`src/rtl/rr_arbiter8_if.sv`:
```
// Request/grant bundle between eight requesters and the round-robin arbiter.
// master = requester side (drives req/done), slave = arbiter side.
interface rr_arbiter8_if;
  logic [7:0] req;
  logic       done;
  logic [7:0] grant;
  logic [2:0] gnt_idx;
  logic       busy;
  logic       timeout;

  modport master (
    output req,
    output done,
    input  grant,
    input  gnt_idx,
    input  busy,
    input  timeout
  );

  modport slave (
    input  req,
    input  done,
    output grant,
    output gnt_idx,
    output busy,
    output timeout
  );
endinterface

```
`src/rtl/rr_arbiter8.sv`:
```
// 8-way round-robin arbiter, grant registered one cycle after req; holds until done/req drop, always one idle cycle between grants.
// Optional forced release after MAX_HOLD cycles when RR_ARBITER8_TIMEOUT_EN is defined.
module rr_arbiter8 #(
  parameter int MAX_HOLD = 15
) (
  input  logic         clk,
  input  logic         rst_n,
  rr_arbiter8_if.slave bus
);

  typedef enum logic {
    IDLE  = 1'b0,
    GRANT = 1'b1
  } state_t;

  localparam logic [7:0] HOLD_LAST = 8'(MAX_HOLD - 1);

  state_t     state_q, state_d;
  logic [2:0] ptr_q, ptr_d;
  logic [2:0] idx_q, idx_d;
  logic [7:0] grant_q, grant_d;

  logic [2:0] pick_idx;
  logic [2:0] cand;
  logic       found;

`ifdef RR_ARBITER8_TIMEOUT_EN
  logic [7:0] cnt_q, cnt_d;
  logic       timeout_q, timeout_d;
`else
  wire [7:0] unused_hold_last = HOLD_LAST;
`endif

  // First requester at or after ptr, wrapping modulo 8.
  always_comb begin
    pick_idx = ptr_q;
    cand     = ptr_q;
    found    = 1'b0;
    for (int k = 0; k < 8; k++) begin
      cand = ptr_q + 3'(k);
      if (!found && bus.req[cand]) begin
        pick_idx = cand;
        found    = 1'b1;
      end
    end
  end

  always_comb begin
    state_d = state_q;
    ptr_d   = ptr_q;
    idx_d   = idx_q;
    grant_d = grant_q;
`ifdef RR_ARBITER8_TIMEOUT_EN
    cnt_d     = cnt_q;
    timeout_d = 1'b0;
`endif
    case (state_q)
      IDLE: begin
        grant_d = 8'h00;
        if (|bus.req) begin
          state_d = GRANT;
          idx_d   = pick_idx;
          grant_d = 8'h01 << pick_idx;
`ifdef RR_ARBITER8_TIMEOUT_EN
          cnt_d   = 8'h00;
`endif
        end
      end
      GRANT: begin
        // done wins over an expiring hold so that case is a normal release.
        if (bus.done || !bus.req[idx_q]) begin
          state_d = IDLE;
          grant_d = 8'h00;
          ptr_d   = idx_q + 3'd1;
        end
`ifdef RR_ARBITER8_TIMEOUT_EN
        if (!bus.done && cnt_q == HOLD_LAST) begin
          state_d   = IDLE;
          grant_d   = 8'h00;
          ptr_d     = idx_q + 3'd1;
          timeout_d = 1'b1;
        end
        cnt_d = cnt_q + 8'd1;
`endif
      end
      default: begin
        state_d = IDLE;
        grant_d = 8'h00;
      end
    endcase
  end

  always_ff @(posedge clk or negedge rst_n) begin
    if (!rst_n) begin
      state_q <= IDLE;
      ptr_q   <= 3'd0;
      idx_q   <= 3'd0;
      grant_q <= 8'h00;
    end else begin
      state_q <= state_d;
      ptr_q   <= ptr_d;
      idx_q   <= idx_d;
      grant_q <= grant_d;
    end
  end

`ifdef RR_ARBITER8_TIMEOUT_EN
  always_ff @(posedge clk or negedge rst_n) begin
    if (!rst_n) begin
      cnt_q     <= 8'h00;
      timeout_q <= 1'b0;
    end else begin
      cnt_q     <= cnt_d;
      timeout_q <= timeout_d;
    end
  end

  assign bus.timeout = timeout_q;
`else
  assign bus.timeout = 1'b0;
`endif

  assign bus.grant   = grant_q;
  assign bus.gnt_idx = idx_q;
  assign bus.busy    = (state_q == GRANT);

endmodule

```
`src/flat_wrapper.sv`:
```
// flat-port wrapper written by rule: the top's interface ports become plain ports
module rr_arbiter8_flat 
#(
  parameter int MAX_HOLD = 15
)
  (clk, rst_n, bus_req, bus_done, bus_grant, bus_gnt_idx, bus_busy, bus_timeout);
  rr_arbiter8_if bus_i ();
  input  logic clk;
  input  logic rst_n;
  input wire logic [$bits(bus_i.req)-1:0] bus_req;
  input wire logic [$bits(bus_i.done)-1:0] bus_done;
  output wire logic [$bits(bus_i.grant)-1:0] bus_grant;
  output wire logic [$bits(bus_i.gnt_idx)-1:0] bus_gnt_idx;
  output wire logic [$bits(bus_i.busy)-1:0] bus_busy;
  output wire logic [$bits(bus_i.timeout)-1:0] bus_timeout;
  assign bus_i.req = bus_req;
  assign bus_i.done = bus_done;
  assign bus_grant = bus_i.grant;
  assign bus_gnt_idx = bus_i.gnt_idx;
  assign bus_busy = bus_i.busy;
  assign bus_timeout = bus_i.timeout;
  rr_arbiter8 #(.MAX_HOLD(MAX_HOLD)) u_core (.clk(clk), .rst_n(rst_n), .bus(bus_i));
endmodule
```
`config.mk`:
```
export PLATFORM = sky130hd
export DESIGN_NAME = rr_arbiter8_flat
export DESIGN_NICKNAME = d
export VERILOG_FILES = /design/src/rtl/rr_arbiter8_if.sv /design/src/rtl/rr_arbiter8.sv /design/src/flat_wrapper.sv
export SDC_FILE = /design/constraint.sdc
export NUM_CORES = 1
export LEC_CHECK = 0
export ABC_AREA = 0
export CAP_MARGIN = 20
export CORE_ASPECT_RATIO = 0.8
export CORE_MARGIN = 2
export CORE_UTILIZATION = 51
export CTS_BUF_LIST = sky130_fd_sc_hd__clkbuf_4 sky130_fd_sc_hd__clkbuf_8
export DETAILED_ROUTE_END_ITERATION = 12
export MAX_ROUTING_LAYER = met4
export PLACE_DENSITY = 0.78
export REMOVE_ABC_BUFFERS = 1
export SYNTH_ARGS = -nofsm -noshare
export SYNTH_HDL_FRONTEND = slang
export SYNTH_SLANG_ARGS = --single-unit
```
`constraint.sdc`:
```
create_clock -name clk -period 3.5 [get_ports clk]
set_input_delay 0.875 -clock clk [delete_from_list [all_inputs] [get_ports clk]]
set_output_delay 0.875 -clock clk [all_outputs]
set_load 0.005 [all_outputs]
```
==> flow_metrics.env, run 1 <==
export IMPL_crit_arrival_ns=3.56
export IMPL_avgRoutedWirePerCell_um=20.3
export IMPL_grt_max_degree=18
export IMPL_nets=244
export IMPL_clk_path_buf_depth=2
export IMPL_status="finished clean"
export IMPL_cp_cell_sequence="dlygate4sd2_1 -> mux2_4 -> mux4_2 -> or3_4 -> a2111oi_4 -> buf_4 -> nor4_2 -> or3b_4 -> o31ai_4"
export IMPL_finClkSkew_ns=0.00926
export IMPL_seq_area_frac_synth=0.223
export IMPL_placed_area_um2=2230
export IMPL_critPathKind="input pin to register"
export IMPL_core_area_um2=3110
export IMPL_cts_tree="done"
export IMPL_netlist_area_leader_share=0.223
export IMPL_fmax_mhz=294
export IMPL_port_buffers=22
export IMPL_yosys_register_bits=15
export IMPL_clkSlewWorstSetupHoldPaths_ns=0.07
export IMPL_required_ns=3.67
export IMPL_cap_violations=0
export IMPL_ant_nets=0
export IMPL_cpPeakStageDelay_ns=0.52
export IMPL_antenna_found_initial=0
export IMPL_dieArea_um2=3770
export IMPL_gp_congestion=0.900
export IMPL_grt_total_usage=0.307
export IMPL_worstSetupEndpointType="register"
export IMPL_fin_ws_ns=0.102
export IMPL_hold_ws_ns=0.484
export IMPL_rsz0062_at_grt="no"
export IMPL_drc=0
export IMPL_period_minus_slack_ns=3.40
export IMPL_io_pins=24
export IMPL_post_route_period_util=0.971
export IMPL_diodes=0
export IMPL_netlist_top_cells_area="dfrtp_1, mux4_2, mux2_2, mux2i_1, nand2_1"
export IMPL_first_pass_iters=5
export IMPL_report_final_hold_viol_count=0
export IMPL_yosys_warnings=0
export IMPL_synth_area_um2=1680
export IMPL_critPathSlowestCell="mux4_2"
export IMPL_drive_gt1_frac=0.445
export IMPL_cts_root_buf="clkbuf_8"
export IMPL_setup_viol=0
export IMPL_relSlewSlack=0.535
export IMPL_dpl_hpwl_um=4060
export IMPL_cts_sinks=15
export IMPL_die_w_um=68.2
export IMPL_initial_core_util=0.541
export IMPL_drt_wl_total_um=5450
export IMPL_m1WireLength_um=2250
export IMPL_gr_total_overflow=0
export IMPL_path_max_fanout=5
export IMPL_vias=1785
export IMPL_startpoint_type="input pin"
export IMPL_synth_top_area_cell="dfrtp_1"
export IMPL_post_place_ws_ns=-0.445
export IMPL_tns_ns=0
export IMPL_rows=18
export IMPL_die_y_um=55.3
export IMPL_worst_path_buf_inv=2
export IMPL_async_flop_share=1.00
export IMPL_synthCells=165
export IMPL_htree_levels=1
export IMPL_clock_latency_ns=0.25
export IMPL_ys_types=51
export IMPL_drv_slew=0
export IMPL_hp_class="register to register"
export IMPL_met3WireLength_um=447
export IMPL_synth_ff_type="dfrtp_1"
export IMPL_grt_pass1_wl_um=8460
export IMPL_grt_pass1_vias=1712
export IMPL_synth_edff_count=0
export IMPL_cts_buffers=3
export IMPL_drtIter0Drc=181
export IMPL_reg2reg_slack_ns=0.12
export IMPL_syn_avg_cell_area_um2=10.2
export IMPL_vias_per_cell=6.64
export IMPL_worst_slew_pin_slew_ns=0.695
export IMPL_syn2layout_area_growth_pct=46.2
export IMPL_finalInstanceArea_um2=2460
export IMPL_wl_met2_um=2660
export IMPL_route_top_layer_used="met4"
export IMPL_crit_family="simple AND/OR/NAND/NOR gates"
[tightest hold or removal path: stages (launching register included)]
cell and delay, ns:
dfrtp_1 0.34, nand2_1 0.05, o31ai_1 0.06
[final cells by class]
class	instances	area [um^2]
clock buffer	3	41.3
clock inverter	1	5.00
fill	172	652
inverter	7	26.3
multi-input combinational	134	1370
sequential	15	375
tap	40	50.0
timing repair buffer	69	586
[routing by layer]
layer | vias to the layer above | track usage
li1 | 792 | -
met1 | 872 | 0.432
met2 | 102 | 0.454
met3 | 19 | 0.0611
met4 | 0 | 0.0829
met5 | - | -
[synthesized netlist by cell type (5+ instances only)]
cell	number
a21oi_1	6
nor2_1	9
mux2i_1	8
nand2_1	16
mux4_2	16
mux2_2	9
inv_1	7
dfrtp_1	15
o21ai_0	5
o31ai_1	8
[layout by cell type (no fill, tap or decap), types with 2 or more instances in the layout]
master	n
a21oi_1	6
a2bb2oi_1	2
a31oi_1	2
buf_4	46
clkbuf_8	3
clkdlybuf4s50_1	14
dfrtp_1	15
dlygate4sd2_1	3
dlymetal6s2s_1	5
ha_1	2
inv_1	7
mux2_2	8
mux2_4	2
mux2i_1	6
mux2i_4	2
mux4_2	16
nand2_1	15
nand2b_1	3
nand3_1	3
nor2_1	9
nor3_1	3
nor3b_1	2
nor4_1	2
o211ai_1	2
o21ai_0	4
o221a_2	2
o2bb2ai_1	2
o31ai_1	2
o31ai_2	4
o31ai_4	2
or2_2	3
xor2_1	2
[cells by family after synthesis]
group                    share of synthesized area
AND/OR/NAND/NOR                              0.143
buffers and inverters                       0.0491
flip-flops                                   0.223
AO/OA/AOI/OAI                                0.215
XOR/XNOR                                    0.0156
multiplexers                                 0.329
other                                      0.00223
adder cells (fa/ha/maj)                     0.0223
[worst paths after layout]
| kind | start | cells past startpoint | end |
|---|---|---|---|
| max | bus_req[1] | 9 | u_core.bus.grant[7] |
| min | u_core.bus.grant[0] | 2 | u_core.bus.grant[0] |
| max reg2reg | u_core.ptr_q[1] | 10 | u_core.bus.grant[7] |
| min reg2reg | u_core.bus.grant[0] | 2 | u_core.bus.grant[0] |
| max in group asynchronous | rst_n | 1 | u_core.ptr_q[2] |
| min in group asynchronous | rst_n | 1 | u_core.bus.gnt_idx[0] |
[sequential cells by signal, indices dropped and copies added, names as in the netlist]
register and flops:
u_core.bus.busy 1, u_core.bus.gnt_idx 3, u_core.bus.grant 8, u_core.ptr_q 3
[repair_timing]
action,CTS,global route
resized for setup,22,15
pin swaps,1,3
hold buffers,0,0
buffers inserted,1,1
setup endpoints to repair,11,11
[through the flow]
step / std cells / utilization
floorplan: 156 / -
global placement: 263 / 0.718
detailed placement: 263 / 0.718
CTS: 268 / 0.764
global route: 269 / 0.790
finish: 269 / 0.790
Power of run 1 is not shown: default switching activity piles up to over one toggle a cycle in this logic, so the estimate is an artifact.
==> run 2: changes to the inputs <==
- CAP_MARGIN: 20 -> default
==> results of run 2 <==
Same layout as run 1: the final DEF is identical, and so are final timing and power.
Power of run 2 is left out for the same reason.
==> variant (flow settings as in run 1) <==
Add a define of `RR_ARBITER8_TIMEOUT_EN`.
--- a/src/rtl/rr_arbiter8.sv
+++ b/src/rtl/rr_arbiter8.sv
@@ -1,5 +1,7 @@
 // 8-way round-robin arbiter, grant registered one cycle after req; holds until done/req drop, always one idle cycle between grants.
 // Optional forced release after MAX_HOLD cycles when RR_ARBITER8_TIMEOUT_EN is defined.
+`define RR_ARBITER8_TIMEOUT_EN
+
 module rr_arbiter8 #(
   parameter int MAX_HOLD = 15
 ) (
Formal check against the unedited RTL: same outputs for any inputs over 10 cycles, from zero or initial values and one cycle with rst_n low; that may be too few to reach the edited logic, so the function may still have changed.
==> variant against run 1 <==
  * Core utilization fell by 6.3 points
  * Sequential cell count rose by 9
  * Via count rose by 13%
  * Design area rose by 16%
  * Critical endpoint is now u_core.bus.grant[1]
  * Area after synthesis rose by 27%
  * Count of clock-buffer cells in the layout did not move
  * Routed wire length rose by 2.8%
  * Worst setup slack improved by 0.0044 ns
==> variant: results (changes against run 1) <==
** STA
- The clock skew after layout is 0.00692 ns (-0.00234 ns).
- The worst-case hold slack came to 0.495 ns (+0.0113 ns).
- Slew at the pin closest to its max-slew limit :: 0.621 ns (-0.0736 ns)
- The fmax was 295 MHz (+0.13%).

** Finish
- The post-route standard cell area excluding fillers came to 2840 um2 (+16%).
- Fillers :: 292 (+70%)
- The fraction of final layout cells with drive strength greater than 1 came to 29.4% (-15 points).

** Yosys
- Sequential share of the synthesized area :: 28.2% (+5.9 points)
- The commonest cells after synthesis are sky130_fd_sc_hd__nand2_1 (25), sky130_fd_sc_hd__dfrtp_1 (24), sky130_fd_sc_hd__mux2i_1 (23).
- After synthesis, the cell types taking the most area are sky130_fd_sc_hd__dfrtp_1 (28%), sky130_fd_sc_hd__mux2i_1 (11%), sky130_fd_sc_hd__mux4_2 (7.4%).
- Among all flip-flop cells after synthesis, the most frequent one is sky130_fd_sc_hd__dfrtp_1.
- The top-area cell type share of the netlist area is 28.2% (+5.9 points).
- The number of different library cells in the post-synthesis netlist was 59 (+16%).
- The number of cells produced by synthesis came to 222 (+35%).

** CTS
- Clock latency reported for the late side of the worst-skew pair :: 0.27 ns (+0.02 ns)
- Post-CTS Setup Inserts :: 0 (-1)
- Post-cts resize count :: 1 (-95%)
- Clk pin slew, worst setup/hold paths :: 0.09 ns (+0.02 ns)

** Placement
- The post-DP HPWL was 4250 um (+4.6%).
- The placed instance count was 332 (+26%).
- The post-placement setup slack is -0.270 ns (+0.175 ns).
- The number of buffers inserted by port buffering is 23 (+4.5%).
- RePlAce Congestion :: 0.904 (+0.42%)
- Post-place instance area :: 2690 um2 (+21%)

** Global route
- Gr usage total :: 24.8% (-5.9 points)
- The first-pass GRT wire length was 8970 um (+6.0%).
- The pin count of the biggest net entering global routing was 25 (+7).
- Vias in the first global route :: 1771 (+3.4%)

** Worst hold path
- The worst hold path terminates at u_core.bus.grant[3].
- The startpoint identified for the worst hold timing path is u_core.bus.grant[3].

** Setup path
- Among cell families on the critical path, the largest total delay comes from compound AO/OA/AOI/OAI gates.
- Max stage delay on crit path :: 0.46 ns (-0.06 ns)
- Stages on worst setup path :: 10 (+1)
- The setup slack on the worst flop-to-flop path is 0.19 ns (+0.07 ns).
- Worst-path cell with the longest stage delay :: sky130_fd_sc_hd__or3b_4
- Highest net fanout along the worst path :: 6 (+1)
- The startpoint identified for the worst register-to-register timing path is u_core.ptr_q[0].
- The path depth of the worst reg2reg path was 10 (unchanged).
- End of the critical path :: u_core.bus.grant[1]

** Detailed routing
- The iteration-0 DRC count of the detailed router was 232 (+28%).
- The average wire per cell in the routed design came to 16.6 um (-18%).
- The first-pass iteration count of the detailed router was 4 (-1).
- Count of vias placed by the detailed router :: 2020 (+13%)

** Outcome
- The run finished with clean final reports.
-- variant: cell types whose count changed in the layout (fill, tap and decap cells not counted), sizes merged, moves of 4 or more --
cell,run 1,this run
mux2i,8,23
dfrtp,15,24
mux4,16,7
nand2,16,25
nor2,9,17
mux2,10,5
o21ai,5,10
a21oi,6,10
a32o,0,4
clkdlybuf4s50,14,18
-- variant: layout make-up --
| cell class | instances | area share (%) |
|---|---|---|
| clock buffer | 3 | 1.46 |
| clock inverter | 1 | 1.06 |
| inverter | 9 | 1.19 |
| multi-input combinational | 178 | 51.6 |
| sequential | 24 | 21.2 |
| tap | 55 | 2.43 |
| timing repair buffer | 67 | 21.1 |
-- variant: routing by layer --
layer | vias up | share of wire (%) | track usage [%]
li1 | 958 | - | -
met1 | 1004 | 49 | 36.8
met2 | 54 | 45 | 37.2
met3 | 4 | 5.7 | 4.62
met4 | 0 | 0.21 | 1.82
met5 | - | 0 | -
-- variant: power by group through the flow --
stage	Clock, mW	Sequential, mW	Combinational (mW)
after floorplan	0	0.513	1.56
after global placement	0	0.484	2.48
after detailed placement	0	0.488	2.55
after CTS	0.242	0.484	2.58
after global routing	0.254	0.500	2.97
final	0.241	0.487	2.77
-- variant: cell families (layout without fill, tap and decap cells) --
| family | after synthesis | after routing | synth area share, % |
|---|---|---|---|
| flip-flops | 24 | 24 | 28.2 |
| XOR/XNOR | 6 | 6 | 2.82 |
| buffers and inverters | 20 | 80 | 4.88 |
| adder cells (fa/ha/maj) | 5 | 5 | 2.94 |
| AND/OR/NAND/NOR | 72 | 72 | 17.0 |
| AO/OA/AOI/OAI | 60 | 60 | 23.2 |
| multiplexers | 35 | 35 | 20.9 |
